===== src/rtl/im_loader_pkg.sv =====
// Shared definitions for the instruction-memory loader: FSM state codes,
// frame field widths and the default load address / IM capacity.
package im_loader_pkg;

   localparam logic [31:0] IM_BASE_ADDR = 32'h0000_3000;
   localparam int          IM_DEPTH     = 4096;

   localparam int BYTE_W = 8;
   localparam int CNT_W  = 16;
   localparam int WORD_W = 32;

   typedef enum logic [2:0] {
      S_IDLE   = 3'd0,
      S_HDR_HI = 3'd1,
      S_HDR_LO = 3'd2,
      S_DATA   = 3'd3,
      S_CHK    = 3'd4,
      S_DONE   = 3'd5,
      S_ERR    = 3'd6
   } state_e;

endpackage


===== src/rtl/im_loader_word_packer.sv =====
// Packs the payload byte stream into big-endian 32-bit words. The previous
// three bytes are held in a shift register; the fourth byte completes the
// word combinationally so the loader can register it on the same edge.
import im_loader_pkg::*;

module im_loader_word_packer (
   input  logic                clk_i,
   input  logic                reset_ni,
   input  logic                clr_i,
   input  logic                byte_en_i,
   input  logic [BYTE_W-1:0]   byte_i,
   output logic [WORD_W-1:0]   word_o,
   output logic                word_valid_o
);

   logic [1:0]  idx_q;
   logic [23:0] sr_q;

   // Byte index wraps naturally after the fourth byte; clear restarts a frame.
   always_ff @(posedge clk_i or negedge reset_ni) begin
      if (!reset_ni) begin
         idx_q <= 2'd0;
         sr_q  <= '0;
      end else if (clr_i) begin
         idx_q <= 2'd0;
         sr_q  <= '0;
      end else if (byte_en_i) begin
         idx_q <= idx_q + 2'd1;
         sr_q  <= {sr_q[15:0], byte_i};
      end
   end

   assign word_valid_o = byte_en_i && (idx_q == 2'd3);
   assign word_o       = {sr_q, byte_i};

endmodule


===== src/rtl/im_loader.sv =====
// Instruction-memory loader: takes a framed byte stream from the host link,
// writes packed words to the IM write port and holds the CPU meanwhile.
//
// state    | meaning
// ---------+------------------------------------------------------------
// S_IDLE   | waiting for start, nothing loaded since reset
// S_HDR_HI | expecting word-count high byte
// S_HDR_LO | expecting word-count low byte, count range check
// S_DATA   | receiving payload bytes, one IM write per 4 bytes
// S_CHK    | expecting checksum byte (XOR of payload)
// S_DONE   | load finished with matching checksum
// S_ERR    | load aborted: count too large or checksum mismatch
import im_loader_pkg::*;

module im_loader #(
   parameter logic [31:0] BASE_ADDR = IM_BASE_ADDR,
   parameter int          DEPTH     = IM_DEPTH
) (
   input  logic               clk_i,
   input  logic               reset_ni,
   input  logic               start_i,
   input  logic [BYTE_W-1:0]  in_data_i,
   input  logic               in_valid_i,
   output logic               in_ready_o,
   output logic               im_we_o,
   output logic [31:0]        im_addr_o,
   output logic [WORD_W-1:0]  im_wdata_o,
   output logic               cpu_hold_o,
   output logic               busy_o,
   output logic               done_o,
   output logic               error_o
);

   localparam logic [CNT_W-1:0] DEPTH_C = CNT_W'(DEPTH);

   state_e              state_q;
   logic [31:0]         addr_q;
   logic [WORD_W-1:0]   wdata_q;
   logic                we_q;
   logic                hold_q;
   logic                done_q;
   logic                err_q;
   logic [CNT_W-1:0]    cnt_q;
   logic [CNT_W-1:0]    words_q;
   logic [BYTE_W-1:0]   chk_q;

   logic                in_ready;
   logic                accept;
   logic                start_fire;
   logic [CNT_W-1:0]    cnt_full;
   logic [WORD_W-1:0]   pk_word;
   logic                pk_valid;

   // Ready decode. In DATA, ready drops once all N words have been packed so
   // the checksum byte is never taken while the last word is still being
   // strobed; the FSM moves to S_CHK on that strobe.
   always_comb begin
      in_ready = 1'b0;
      unique case (state_q)
         S_HDR_HI, S_HDR_LO, S_CHK: in_ready = 1'b1;
         S_DATA:                    in_ready = (words_q != cnt_q);
         default:                   in_ready = 1'b0;
      endcase
   end

   assign accept     = in_valid_i && in_ready;
   assign start_fire = start_i && ((state_q == S_IDLE) || (state_q == S_DONE) ||
                                   (state_q == S_ERR));
   assign cnt_full   = {cnt_q[15:8], in_data_i};

   im_loader_word_packer u_packer (
      .clk_i        (clk_i),
      .reset_ni     (reset_ni),
      .clr_i        (start_fire),
      .byte_en_i    (accept && (state_q == S_DATA)),
      .byte_i       (in_data_i),
      .word_o       (pk_word),
      .word_valid_o (pk_valid)
   );

   // Loader FSM, write port, address/word counters and running checksum.
   always_ff @(posedge clk_i or negedge reset_ni) begin
      if (!reset_ni) begin
         state_q <= S_IDLE;
         addr_q  <= BASE_ADDR;
         wdata_q <= '0;
         we_q    <= 1'b0;
         hold_q  <= 1'b0;
         done_q  <= 1'b0;
         err_q   <= 1'b0;
         cnt_q   <= '0;
         words_q <= '0;
         chk_q   <= '0;
      end else begin
         we_q <= 1'b0;
         if (we_q) addr_q <= addr_q + 32'd4;
         unique case (state_q)
            S_IDLE, S_DONE, S_ERR: begin
               if (start_i) begin
                  state_q <= S_HDR_HI;
                  addr_q  <= BASE_ADDR;
                  hold_q  <= 1'b1;
                  done_q  <= 1'b0;
                  err_q   <= 1'b0;
                  chk_q   <= '0;
                  words_q <= '0;
                  cnt_q   <= '0;
               end
            end
            S_HDR_HI: begin
               if (accept) begin
                  cnt_q[15:8] <= in_data_i;
                  state_q     <= S_HDR_LO;
               end
            end
            S_HDR_LO: begin
               if (accept) begin
                  cnt_q <= cnt_full;
                  if (cnt_full > DEPTH_C) begin
                     state_q <= S_ERR;
                     err_q   <= 1'b1;
                     hold_q  <= 1'b0;
                  end else if (cnt_full == '0) begin
                     state_q <= S_CHK;
                  end else begin
                     state_q <= S_DATA;
                  end
               end
            end
            S_DATA: begin
               if (accept) begin
                  chk_q <= chk_q ^ in_data_i;
                  if (pk_valid) begin
                     we_q    <= 1'b1;
                     wdata_q <= pk_word;
                     words_q <= words_q + 16'd1;
                  end
               end
               if (we_q && (words_q == cnt_q)) state_q <= S_CHK;
            end
            S_CHK: begin
               if (accept) begin
                  hold_q <= 1'b0;
                  if (in_data_i == chk_q) begin
                     state_q <= S_DONE;
                     done_q  <= 1'b1;
                  end else begin
                     state_q <= S_ERR;
                     err_q   <= 1'b1;
                  end
               end
            end
            default: state_q <= S_IDLE;
         endcase
      end
   end

   assign in_ready_o = in_ready;
   assign im_we_o    = we_q;
   assign im_addr_o  = addr_q;
   assign im_wdata_o = wdata_q;
   assign cpu_hold_o = hold_q;
   assign busy_o     = (state_q != S_IDLE) && (state_q != S_DONE) && (state_q != S_ERR);
   assign done_o     = done_q;
   assign error_o    = err_q;

endmodule


===== config.mk =====
export PLATFORM = sky130hd
export DESIGN_NAME = im_loader
export DESIGN_NICKNAME = d
export VERILOG_FILES = /design/src/rtl/im_loader_pkg.sv /design/src/rtl/im_loader_word_packer.sv /design/src/rtl/im_loader.sv
export SDC_FILE = /design/constraint.sdc
export NUM_CORES = 1
export LEC_CHECK = 0
export ABC_CLOCK_PERIOD_IN_PS = 5800
export BUFFER_PORTS_ARGS = -buffer_cell sky130_fd_sc_hd__buf_2
export CAP_MARGIN = 20
export CORE_AREA = 5 5 126 128
export CTS_BUF_LIST = sky130_fd_sc_hd__clkbuf_8
export DETAILED_ROUTE_END_ITERATION = 8
export DIE_AREA = 0 0 131 133
export MAX_ROUTING_LAYER = met4
export PLACE_DENSITY = 0.71
export SLEW_MARGIN = 40
export SYNTH_ARGS = -nofsm -noshare
export SYNTH_HDL_FRONTEND = slang
export SYNTH_SLANG_ARGS = --single-unit

===== constraint.sdc =====
create_clock -name clk_i -period 5.8 [get_ports clk_i]
set_input_delay 0.58 -clock clk_i [delete_from_list [all_inputs] [get_ports clk_i]]
set_output_delay 0.58 -clock clk_i [all_outputs]
set_load 0.03 [all_outputs]

# Yosys cells after proc, flatten, opt, wreduce, memory -nomap -nowiden
# Cells that the tools add are included.
# classes
n_eq_ne,22
n_addsub,3
muxes,45
order_cmp,1
bitwise_logic,2
reduce_logical,29
# op_table
op,n
$mux 32,3
$mux 16,3
$mux 24,2
$add 32x3->32 const B,1
$mux 8,4
$pmux 16 s2,1
$pmux 8 s2,2
$pmux 8 s3,1
$mux 3,7
$ne 2x2->1 const B,9
$add 16x1->16 const B,1
$eq 16x16->1,1
$gt 16x13->1 const B,1
$logic_not 16->1,1
$ne 16x16->1,1
$pmux 3 s5,1
$mux 1,14
$reduce_and 4->1,3
$reduce_and 5->1,2
$reduce_bool 2->1,5
$eq 3x3->1 const B,3
$reduce_and 3->1,3
$eq 8x8->1,1
$xor 8x8->8,1
16 further kinds,31
# totals
input_bits,12
wordCells,115
regBits,137

# Logic depth before layout (Yosys ltp)
# Gate-level depths: netlist of run 1.
# depth
ltp_word,9
depth_mapped,10
mapped_depth_nobuf,7

# Hierarchy
# From an unflattened synthesis of run 1, not the netlist that was laid out.
# unflattened
cells_unflattened,619
hier_area_um2,6546.3
# modules_own_cells
mod,seq_area_each_um2,n_inst,area_per_inst_um2,cells_per_inst
im_loader,2730.1,1,5392.7,525
im_loader_word_packer,650.6,1,1153.6,94

# Least setup slack after synthesis of run 1
# OpenSTA, ideal clock, no wires.
# synth_timing
path_type,register to register
start,"register addr_q[2], in the netlist im_addr_o[2]"
end,"register addr_q[26], in the netlist im_addr_o[26]"
arrival_ns,2.048
period_less_slack_ns,2.126
path_buffers,0
path_stages_with_launch,8
path_slack_ns,3.674
cell_sequence,dfrtp_1 ha_1 nand4_1 nor3_1 and2_1 nand2_1 or3_1 a21oi_1
# synth_between
elab_chain_len,4
# synth_rtl
element,line,source
"start, declared",im_loader.sv:37,logic [31:0] addr_q;
"start signal, assigned",im_loader.sv:96,if (we_q) addr_q <= addr_q + 32'd4;
$add 32x3->32 *,im_loader.sv:96,
$mux 32 *,im_loader.sv:96,
$mux 32,im_loader.sv:99,if (start_i) begin
$mux 32 *,im_loader.sv:97,unique case (state_q)
# Every way passes the cells marked *; elsewhere a longest branch is shown, timed or not.
# A chain may end at the register's enable or synchronous reset.

# Final worst setup path of run 1
# layout_timing
start,register words_q[9]
end,"register wdata_q[13], in the netlist im_wdata_o[13]"
# layout_between
elab_chain_len,6
# layout_rtl
element,line,source
"start, declared",im_loader.sv:44,logic [CNT_W-1:0] words_q;
"start signal, assigned",im_loader.sv:136,words_q <= words_q + 16'd1;
$ne 16x16->1 *,im_loader.sv:61,S_DATA: in_ready = (words_q != cnt_q);
$pmux 1 s2 *,im_loader.sv:59,unique case (state_q)
$logic_and 1x1->1 *,im_loader.sv:66,assign accept = in_valid_i && in_ready;
$logic_and 1x1->1,im_loader.sv:75,".byte_en_i (accept && (state_q == S_DATA)),"
$logic_and 1x1->1,im_loader_word_packer.sv:33,assign word_valid_o = byte_en_i && (idx_q == 2'd3);
$reduce_and 3->1 (no line) *,--,
"end signal, assigned",im_loader.sv:135,wdata_q <= pk_word;
"end, declared",im_loader.sv:38,logic [WORD_W-1:0] wdata_q;
# Marked as above.

==> results of run 1 <==
-- sequential cells by signal (all words and copies together) (netlist names) --
| signal | cells |
|---|---|
| chk_q | 8 |
| cnt_q | 16 |
| cpu_hold_o | 1 |
| done_o | 1 |
| error_o | 1 |
| im_addr_o | 30 |
| im_wdata_o | 32 |
| im_we_o | 1 |
| state_q | 3 |
| u_packer.idx_q | 2 |
| u_packer.sr_q | 24 |
| words_q | 16 |
-- cell families (layout without fill, tap and decap cells) --
kind of cell    Yosys count  count (layout)  synth area share
mux                      44              44            0.0746
xor+xnor                 56              56            0.0776
buf+inv                  49             124            0.0374
simple gates            271             271             0.196
fa+ha+maj                 3               3           0.00585
flops                   135             135             0.527
compound gates           85              85            0.0816
other cells               1               2          0.000584
-- cell type report --
cell class	count	area, um2
Clock inverter	10	93.8
Multi-Input combinational cell	461	2820
Timing Repair Buffer	85	467
Tap cell	188	235
Inverter	7	28.8
Sequential cell	135	3380
Clock buffer	22	303
Fill cell	1370	7420
-- synthesized netlist by cell type (2+ instances only) --
master      n  area share
a21oi_1    11      0.0086
a221o_1     3      0.0047
a22o_1      9       0.012
a31oi_1     2      0.0019
and2_0      2      0.0019
and2_1      3      0.0029
and3_1      7      0.0068
and4_1      5      0.0068
buf_1       2      0.0012
buf_2      10      0.0078
buf_4       5      0.0058
buf_6       3      0.0053
clkbuf_1   22       0.013
dfrtp_1   133        0.52
dfstp_2     2      0.0082
ha_1        3      0.0058
inv_1       6      0.0035
mux2_2     27       0.047
mux2i_1    16       0.025
nand2_1   137       0.080
nand2b_1    2      0.0019
nand3_1    20       0.016
nand4_1    16       0.016
nor2_1     43       0.025
nor2_2      2      0.0019
nor2b_1     7      0.0068
nor3_1      8      0.0062
nor4_1      4      0.0039
o211ai_1    2      0.0023
o21ai_0    43       0.034
o22ai_1     2      0.0019
o31ai_1     4      0.0047
or3_1       5      0.0049
or4_1       2      0.0023
xnor2_1    36       0.049
xor2_1     19       0.026
-- power groups by stage --
stage	clock [mW]	combinational [mW]	sequential, mW
2_1_floorplan	0	0.566	1.22
3_3_place_gp	0	0.728	1.24
3_5_place_dp	0	0.750	1.25
4_1_cts	0.790	0.752	1.24
5_1_grt	0.836	0.836	1.26
6_report	0.771	0.750	1.24
-- layout by cell type (no fill, tap or decap), drive strengths merged, types with 19 or more instances in the layout --
| cell | count |
|---|---|
| buf | 85 |
| clkbuf | 22 |
| dfrtp | 133 |
| mux2 | 28 |
| nand2 | 137 |
| nand3 | 21 |
| nor2 | 45 |
| o21ai | 43 |
| xnor2 | 37 |
| xor2 | 19 |
-- final timing paths --
kind,cells past startpoint,slack [ns],to,start
hold reg to reg,2,0.48,im_wdata_o[2]$_DFFE_PN0P_,im_wdata_o[2]$_DFFE_PN0P_
setup reg to reg,6,3.05,im_wdata_o[13]$_DFFE_PN0P_,words_q[9]$_DFFE_PN0P_
max in group asynchronous,2,4.74,cpu_hold_o$_DFFE_PN0P_,reset_ni
hold / removal,1,0.03,im_wdata_o[25]$_DFFE_PN0P_,reset_ni
min in group clk_i,3,0.45,im_wdata_o[4]$_DFFE_PN0P_,in_data_i[4]
setup / recovery,6,3.05,im_wdata_o[13]$_DFFE_PN0P_,words_q[9]$_DFFE_PN0P_
-- worst max-delay path, delay by kind of cell (launching register included) --
family	cells	cell delay (ns)
DFF	1	0.45
and+or+nand+nor	3	1.17
xor gates and xnor gates	1	0.17
buffers and inverters	1	0.43
muxes	1	0.40
-- stage by stage --
step,utilization,area (um2),worst slack (ns),power (mW)
2_1_floorplan,-,6420,3.67,1.78
3_3_place_gp,0.467,6890,3.12,1.97
3_5_place_dp,0.468,6910,3.07,2.00
4_1_cts,0.495,7300,3.02,2.78
5_1_grt,0.497,7330,2.87,2.93
6_report,0.497,7330,3.05,2.76
-- layer usage --
layer  GRT usage  vias to the layer above  share of wire
met3      0.0371                       17          0.060
li1            -                     2327              -
met5           -                        -              0
met2       0.272                      146           0.48
met4      0.0697                        0          0.013
met1       0.249                     2404           0.45
==> impl_metrics.json, run 1 <==
{
  "clkLatencyLatePin_ns": 0.44,
  "antenna_found_initial": 0,
  "critPathArrivalTime_ns": 3.08,
  "synthArstFlopShare": 1.00,
  "syn2layout_area_growth_pct": 14.2,
  "die_w_um": 131,
  "initialDrtViolationCount": 358,
  "setup_violations": 0,
  "grt_pass1_wl_um": 24600,
  "relSlewSlack": 0.535,
  "startpoint_type": "flop",
  "crit_path_max_fanout": 27,
  "place_congestion": 0.873,
  "criticalPathCategory": "flop to flop",
  "drive_above_1_share": 0.221,
  "worstHoldPathType": "input pin to asynchronous set/reset pin",
  "cts-root-buf": "clkbuf_8",
  "nNetsFinal": 722,
  "fin_skew_ns": 0.0114,
  "vias": 4894,
  "period_minus_slack_ns": 2.75,
  "max_slew.worst_pin.slew_ns": 0.697,
  "synth_area_per_cell_um2": 9.97,
  "cpPeakStageDelay_ns": 0.51,
  "vias_per_cell": 5.39,
  "cap_violations": 0,
  "swShare": 0.367,
  "setup-tns-final_ns": 0,
  "n_antenna_cell": 0,
  "crit_path_end_kind": "flop",
  "ys_ff_latch": 135,
  "synth_ff_type": "dfrtp_1",
  "power_leakage_nw": 3.54,
  "route.detailed.wl_per_inst_um": 16.7,
  "seq_area_frac_synth": 0.527,
  "cts_max_level": 4,
  "postCtsSetupBuffers": 0,
  "core_um2": 14800,
  "wl_um": 15200,
  "synth_cell_types": 57,
  "cts_hold_buf": 0,
  "p_per_area_nw_per_um2": 376,
  "rsz0062_at_grt": "no",
  "status": "completed",
  "antenna_left": 0,
  "maxSlewViolCount": 0,
  "clockBufferDepth": 2,
  "hold_slack_ns": 0.0251,
  "ios": 82,
  "crit_slowest_cell": "nor4_4",
  "die-height_um": 133,
  "ctsResizeCount": 0,
  "fmax_ghz": 0.363,
  "post-route-period-util": 0.475,
  "drc": 0,
  "hold_viol": 0,
  "grt_max_degree": 83,
  "yosysWarnings": 0,
  "hpwl_um": 10200,
  "internal-power_mw": 1.75,
  "syn_area_um2": 6420,
  "comb_power_share": 0.272,
  "cts_buffers": 17,
  "grt_pass1_vias": 4882,
  "cp_cell_sequence": "xnor2_1 > nand4_1 > nor4_4 > or2_2 > buf_4 > mux2_2",
  "cts_tree": "built",
  "netlist_instances": 644,
  "grt_usage": 0.184,
  "fin_cells": 908,
  "clkPwrFrac": 0.280,
  "first_pass_iters": 5,
  "initial_core_util": 0.435,
  "seqPwrFrac": 0.449,
  "grt-ovfl-total": 0,
  "rows": 45,
  "io_buffers": 79,
  "power_switching_mw": 1.01,
  "clkTransAtPathRegs_ns": 0.08,
  "dieArea_um2": 17400,
  "ir_drop_mv": 0.214,
  "placed_cells": 875,
  "cp_data_required_time_ns": 6.13,
  "synth_edf_count": 0,
  "numClockSinks": 135
}
Power figures use the tool's default switching activity.
==> inputs of run 2 (changes only) <==
ABC_CLOCK_PERIOD_IN_PS = 2700   (was 5800)
clock period = 2.7 ns   (was 5.8 ns; I/O delays follow)
==> impl_metrics.json, run 2 (synthesis gave the netlist of run 1 again) <==
{
  "hold_viol": 0,
  "cp_data_required_time_ns": 2.43,
  "numClockSinks": 135,
  "worstHoldPathType": "input pin to flop",
  "rsz0062_at_grt": "no",
  "cpPeakStageDelay_ns": 0.46,
  "rows": 45,
  "swShare": 0.352,
  "crit_path_end_kind": "primary output",
  "grt_usage": 0.186,
  "grt-ovfl-total": 0,
  "drc": 0,
  "cts_buffers": 17,
  "dieArea_um2": 17400,
  "clkLatencyLatePin_ns": 0.44,
  "ir_drop_mv": 0.530,
  "ios": 82,
  "initialDrtViolationCount": 315,
  "cp.buffers_inverters": 2,
  "drive_above_1_share": 0.226,
  "route.detailed.wl_per_inst_um": 16.4,
  "place_congestion": 0.905,
  "grt_pass1_vias": 4983,
  "initial_core_util": 0.435,
  "syn2layout_area_growth_pct": 15.8,
  "p_per_area_nw_per_um2": 822,
  "cap_violations": 0,
  "grt_pass1_wl_um": 25200,
  "antenna_left": 0,
  "critPathArrivalTime_ns": 2.18,
  "relSlewSlack": 0.600,
  "crit_path_max_fanout": 6,
  "nNetsFinal": 732,
  "r2r-end": "words_q[14]$_DFFE_PN0P_",
  "final_common_cell": "nand2_1",
  "clkPwrFrac": 0.290,
  "status": "completed",
  "post-route-period-util": 0.908,
  "cpLargestDelayFamily": "simple AND/OR/NAND/NOR gates",
  "clkTransAtPathRegs_ns": 0.08,
  "startpoint_type": "flop",
  "mostFrequentLayoutCells": "nand2_1, dfrtp_1, buf_2",
  "power_leakage_nw": 3.60,
  "holdPathStages": 3,
  "n_antenna_cell": 0,
  "crit_slowest_cell": "dfrtp_1",
  "setup_violations": 0,
  "fin_skew_ns": 0.0144,
  "crit_path_start": "words_q[14]$_DFFE_PN0P_",
  "cts_tree": "built",
  "wl_um": 15100,
  "ctsResizeCount": 0,
  "largest_reg_flops": 32,
  "r2r_slack_ns": 0.48,
  "cts_max_level": 4,
  "power_switching_mw": 2.15,
  "internal-power_mw": 3.96,
  "hpwl_um": 10500,
  "vias_per_cell": 5.36,
  "r2r-start": "words_q[1]$_DFFE_PN0P_",
  "post-route-util": 0.504,
  "cp_cell_sequence": "xnor2_1 > nand4_1 > nor4_4 > buf_4 > a31oi_1 > buf_2",
  "comb_power_share": 0.283,
  "period_minus_slack_ns": 2.45,
  "hold_start": "in_data_i[2]",
  "antenna_found_initial": 0,
  "rr_worst_depth": 7,
  "die-height_um": 133,
  "max_slew.worst_pin.slew_ns": 0.598,
  "fmax_ghz": 0.408,
  "cts-root-buf": "clkbuf_8",
  "maxSlewViolCount": 0,
  "seqPwrFrac": 0.427,
  "first_pass_iters": 5,
  "setup-tns-final_ns": 0,
  "p_total_mw": 6.11,
  "criticalPathCategory": "flop to primary output",
  "clockBufferDepth": 2,
  "io_buffers": 79,
  "core_um2": 14800,
  "die_w_um": 131,
  "vias": 4925,
  "grt_max_degree": 84,
  "hold_end": "im_wdata_o[2]$_DFFE_PN0P_"
}
-- run 2: through the flow --
stage	worst slack (ns)	instances	cell area (um2)	hold slack (ns)
2_1_floorplan	0.574	645	6420	-0.0256
3_3_place_gp	0.519	885	7010	0.195
3_5_place_dp	0.510	885	7010	0.203
4_1_cts	0.239	918	7440	0.120
5_1_grt	0.157	918	7440	0.120
6_report	0.247	918	7440	0.147
-- run 2: layout make-up --
type,instances,area [um2]
fill,1372,7310
timing repair buffer,95,558
multi-input combinational,461,2810
inverter,7,28.8
clock inverter,15,189
clock buffer,17,234
tap,188,235
sequential,135,3380
-- run 2: how the worst max path moves through the flow --
stage	endpoint	slack [ns]	cells after the start
2_1_floorplan	im_addr_o[26]$_DFF_PN0_	0.57	7
3_3_place_gp	words_q[14]$_DFFE_PN0P_	0.52	7
3_5_place_dp	words_q[14]$_DFFE_PN0P_	0.51	7
4_1_cts	in_ready_o	0.24	6
5_1_grt	in_ready_o	0.16	6
6_report	in_ready_o	0.25	6
-- run 2: power groups by stage --
stage	Clock, mW	Combinational, mW	Sequential [mW]
floorplan	0	1.22	2.61
global placement	0	1.68	2.62
detailed placement	0	1.73	2.64
CTS	1.82	1.74	2.61
global route	1.92	1.91	2.65
finish	1.77	1.73	2.61
-- run 2: repair_timing --
| item | CTS | global route |
|---|---|---|
| buffers inserted | 0 | 0 |
| hold buffers | 1 | 0 |
| hold endpoints to repair | 24 | 0 |
| setup endpoints to repair | 0 | 0 |
-- run 2: routing by layer --
metal | wire length [um] | global-route usage
met1 | 6850 | 0.254
met3 | 872 | 0.0448
met4 | 276 | 0.0549
met2 | 7070 | 0.275
met5 | 0 | -
-- run 2: worst register-to-register path: cells and delay by family (launching register included) --
| family | cells | cell delay [ns] |
|---|---|---|
| simple gates | 4 | 1.29 |
| compound gates | 2 | 0.25 |
| fa+ha+maj | 1 | 0.21 |
| flops | 1 | 0.42 |
==> inputs of run 3 (changes only) <==
CELL_PAD_IN_SITES_DETAIL_PLACEMENT = 0   (was not set)
CELL_PAD_IN_SITES_GLOBAL_PLACEMENT = 1   (was not set)
PLACE_DENSITY = 0.85   (was 0.71)
==> impl_metrics.json, run 3 (synthesis gave the netlist of run 1 again) <==
{
  "status": "completed",
  "cap_violations": 0,
  "final_common_cell": "nand2_1",
  "grt_max_degree": 76,
  "fin_skew_ns": 0.0110,
  "setup_violations": 0,
  "comb_power_share": 0.283,
  "startpoint_type": "flop",
  "initialDrtViolationCount": 300,
  "mostFrequentLayoutCells": "nand2_1, dfrtp_1, buf_2",
  "r2r_slack_ns": 0.37,
  "power_leakage_nw": 3.56,
  "multi_input_area_um2": 2810,
  "cp_data_required_time_ns": 2.43,
  "crit_slowest_cell": "dfrtp_1",
  "first_pass_iters": 4,
  "cts_tree": "built",
  "antenna_left": 0,
  "fmax_ghz": 0.414,
  "ir_drop_mv": 0.381,
  "ios": 82,
  "hpwl_um": 10100,
  "r2r-start": "state_q[1]$_DFFE_PN0P_",
  "antenna_found_initial": 0,
  "relSlewSlack": 0.542,
  "place_congestion": 0.870,
  "grt-ovfl-total": 0,
  "period_minus_slack_ns": 2.41,
  "regArea_um2": 3380,
  "fin_cells": 917,
  "post-route-period-util": 0.894,
  "nNetsFinal": 731,
  "cts-root-buf": "clkbuf_8",
  "n_antenna_cell": 0,
  "hold_slack_ns": 0.121,
  "drc": 0,
  "seqPwrFrac": 0.444,
  "internal-power_mw": 3.71,
  "grt_pass1_vias": 4969,
  "clockBufferDepth": 2,
  "nFillCells": 1333,
  "grt_usage": 0.181,
  "rsz0062_at_grt": "no",
  "max_slew.worst_pin.slew_ns": 0.687,
  "initial_core_util": 0.435,
  "syn2layout_area_growth_pct": 15.0,
  "p_total_mw": 5.91,
  "setup-tns-final_ns": 0,
  "vias_per_cell": 5.34,
  "maxSlewViolCount": 0,
  "criticalPathCategory": "flop to primary output",
  "p_per_area_nw_per_um2": 799,
  "worstHoldPathType": "input pin to flop",
  "swShare": 0.371,
  "wl_um": 14400,
  "grt_pass1_wl_um": 24400,
  "dpl-instance-area_um2": 6990,
  "largest_reg_flops": 32,
  "crit_path_max_fanout": 7,
  "hold_viol": 0,
  "cpPeakStageDelay_ns": 0.51,
  "holdPathStages": 3,
  "critPathArrivalTime_ns": 2.14,
  "dieArea_um2": 17400,
  "clkTransAtPathRegs_ns": 0.07,
  "core_um2": 14800,
  "rows": 45,
  "route.detailed.wl_per_inst_um": 15.7,
  "hold_start": "in_data_i[3]",
  "postCtsSetupBuffers": 0,
  "crit_path_end_kind": "primary output",
  "clkPwrFrac": 0.273,
  "r2r-end": "words_q[4]$_DFFE_PN0P_",
  "final_cell_area_um2": 7390,
  "rr_worst_depth": 7,
  "cts_buffers": 17,
  "vias": 4898,
  "cts_max_level": 4,
  "drive_above_1_share": 0.229,
  "numClockSinks": 135,
  "power_switching_mw": 2.19,
  "cp_cell_sequence": "xnor2_2 > nand4_1 > nor4_4 > buf_4 > a31oi_1 > buf_2",
  "clkLatencyLatePin_ns": 0.45,
  "die_w_um": 131,
  "io_buffers": 79,
  "hold_end": "im_wdata_o[3]$_DFFE_PN0P_",
  "die-height_um": 133,
  "placed_cells": 884
}
-- run 3: metrics by stage --
stage | utilization | setup WS, ns
6_report | 0.501 | 0.286
4_1_cts | 0.501 | 0.242
3_5_place_dp | 0.474 | 0.398
2_1_floorplan | - | 0.574
5_1_grt | 0.501 | 0.154
3_3_place_gp | 0.474 | 0.488
-- run 3: worst max path at each step --
| stage | startpoint | end | depth (start not counted) |
|---|---|---|---|
| 3_5_place_dp | state_q[1]$_DFFE_PN0P_ | words_q[4]$_DFFE_PN0P_ | 7 |
| 6_report | words_q[7]$_DFFE_PN0P_ | in_ready_o | 6 |
| 4_1_cts | words_q[7]$_DFFE_PN0P_ | in_ready_o | 6 |
| 3_3_place_gp | state_q[1]$_DFFE_PN0P_ | words_q[4]$_DFFE_PN0P_ | 6 |
| 5_1_grt | words_q[9]$_DFFE_PN0P_ | in_ready_o | 6 |
| 2_1_floorplan | im_addr_o[2]$_DFF_PN0_ | im_addr_o[26]$_DFF_PN0_ | 7 |
-- run 3: worst max-delay path: cells and delay by family, from the launching register on --
kind                   cells  cell delay, ns
AO/OA/AOI/OAI              1            0.13
flip-flops                 1            0.51
buffers and inverters      2            0.42
XOR/XNOR                   1            0.14
AND/OR/NAND/NOR            2            0.48
-- run 3: cell type report --
class / count / share of cell area
sequential: 135 / 0.458
multi-input combinational: 461 / 0.381
timing repair buffer: 94 / 0.0733
clock buffer: 18 / 0.0335
tap: 188 / 0.0318
clock inverter: 14 / 0.0190
inverter: 7 / 0.00390
-- run 3: per-layer routing --
| layer | track usage | part of all wire | up-vias |
|---|---|---|---|
| met2 | 0.273 | 0.47 | 147 |
| met1 | 0.238 | 0.45 | 2390 |
| li1 | - | - | 2336 |
| met4 | 0.0629 | 0.018 | 0 |
| met3 | 0.0420 | 0.062 | 25 |
| met5 | - | 0 | - |
-- run 3: power groups by stage --
| stage | Combinational [mW] | Clock [mW] | Sequential (mW) |
|---|---|---|---|
| 3_5_place_dp | 1.68 | 0 | 2.66 |
| 2_1_floorplan | 1.22 | 0 | 2.61 |
| 4_1_cts | 1.69 | 1.66 | 2.62 |
| 5_1_grt | 1.86 | 1.74 | 2.67 |
| 6_report | 1.67 | 1.61 | 2.62 |
| 3_3_place_gp | 1.64 | 0 | 2.64 |
-- run 3: timing repair --
item / CTS / global route
hold buffers: 1 / 0
endpoints found under the hold margin: 73 / 0
resized for setup: 0 / 0
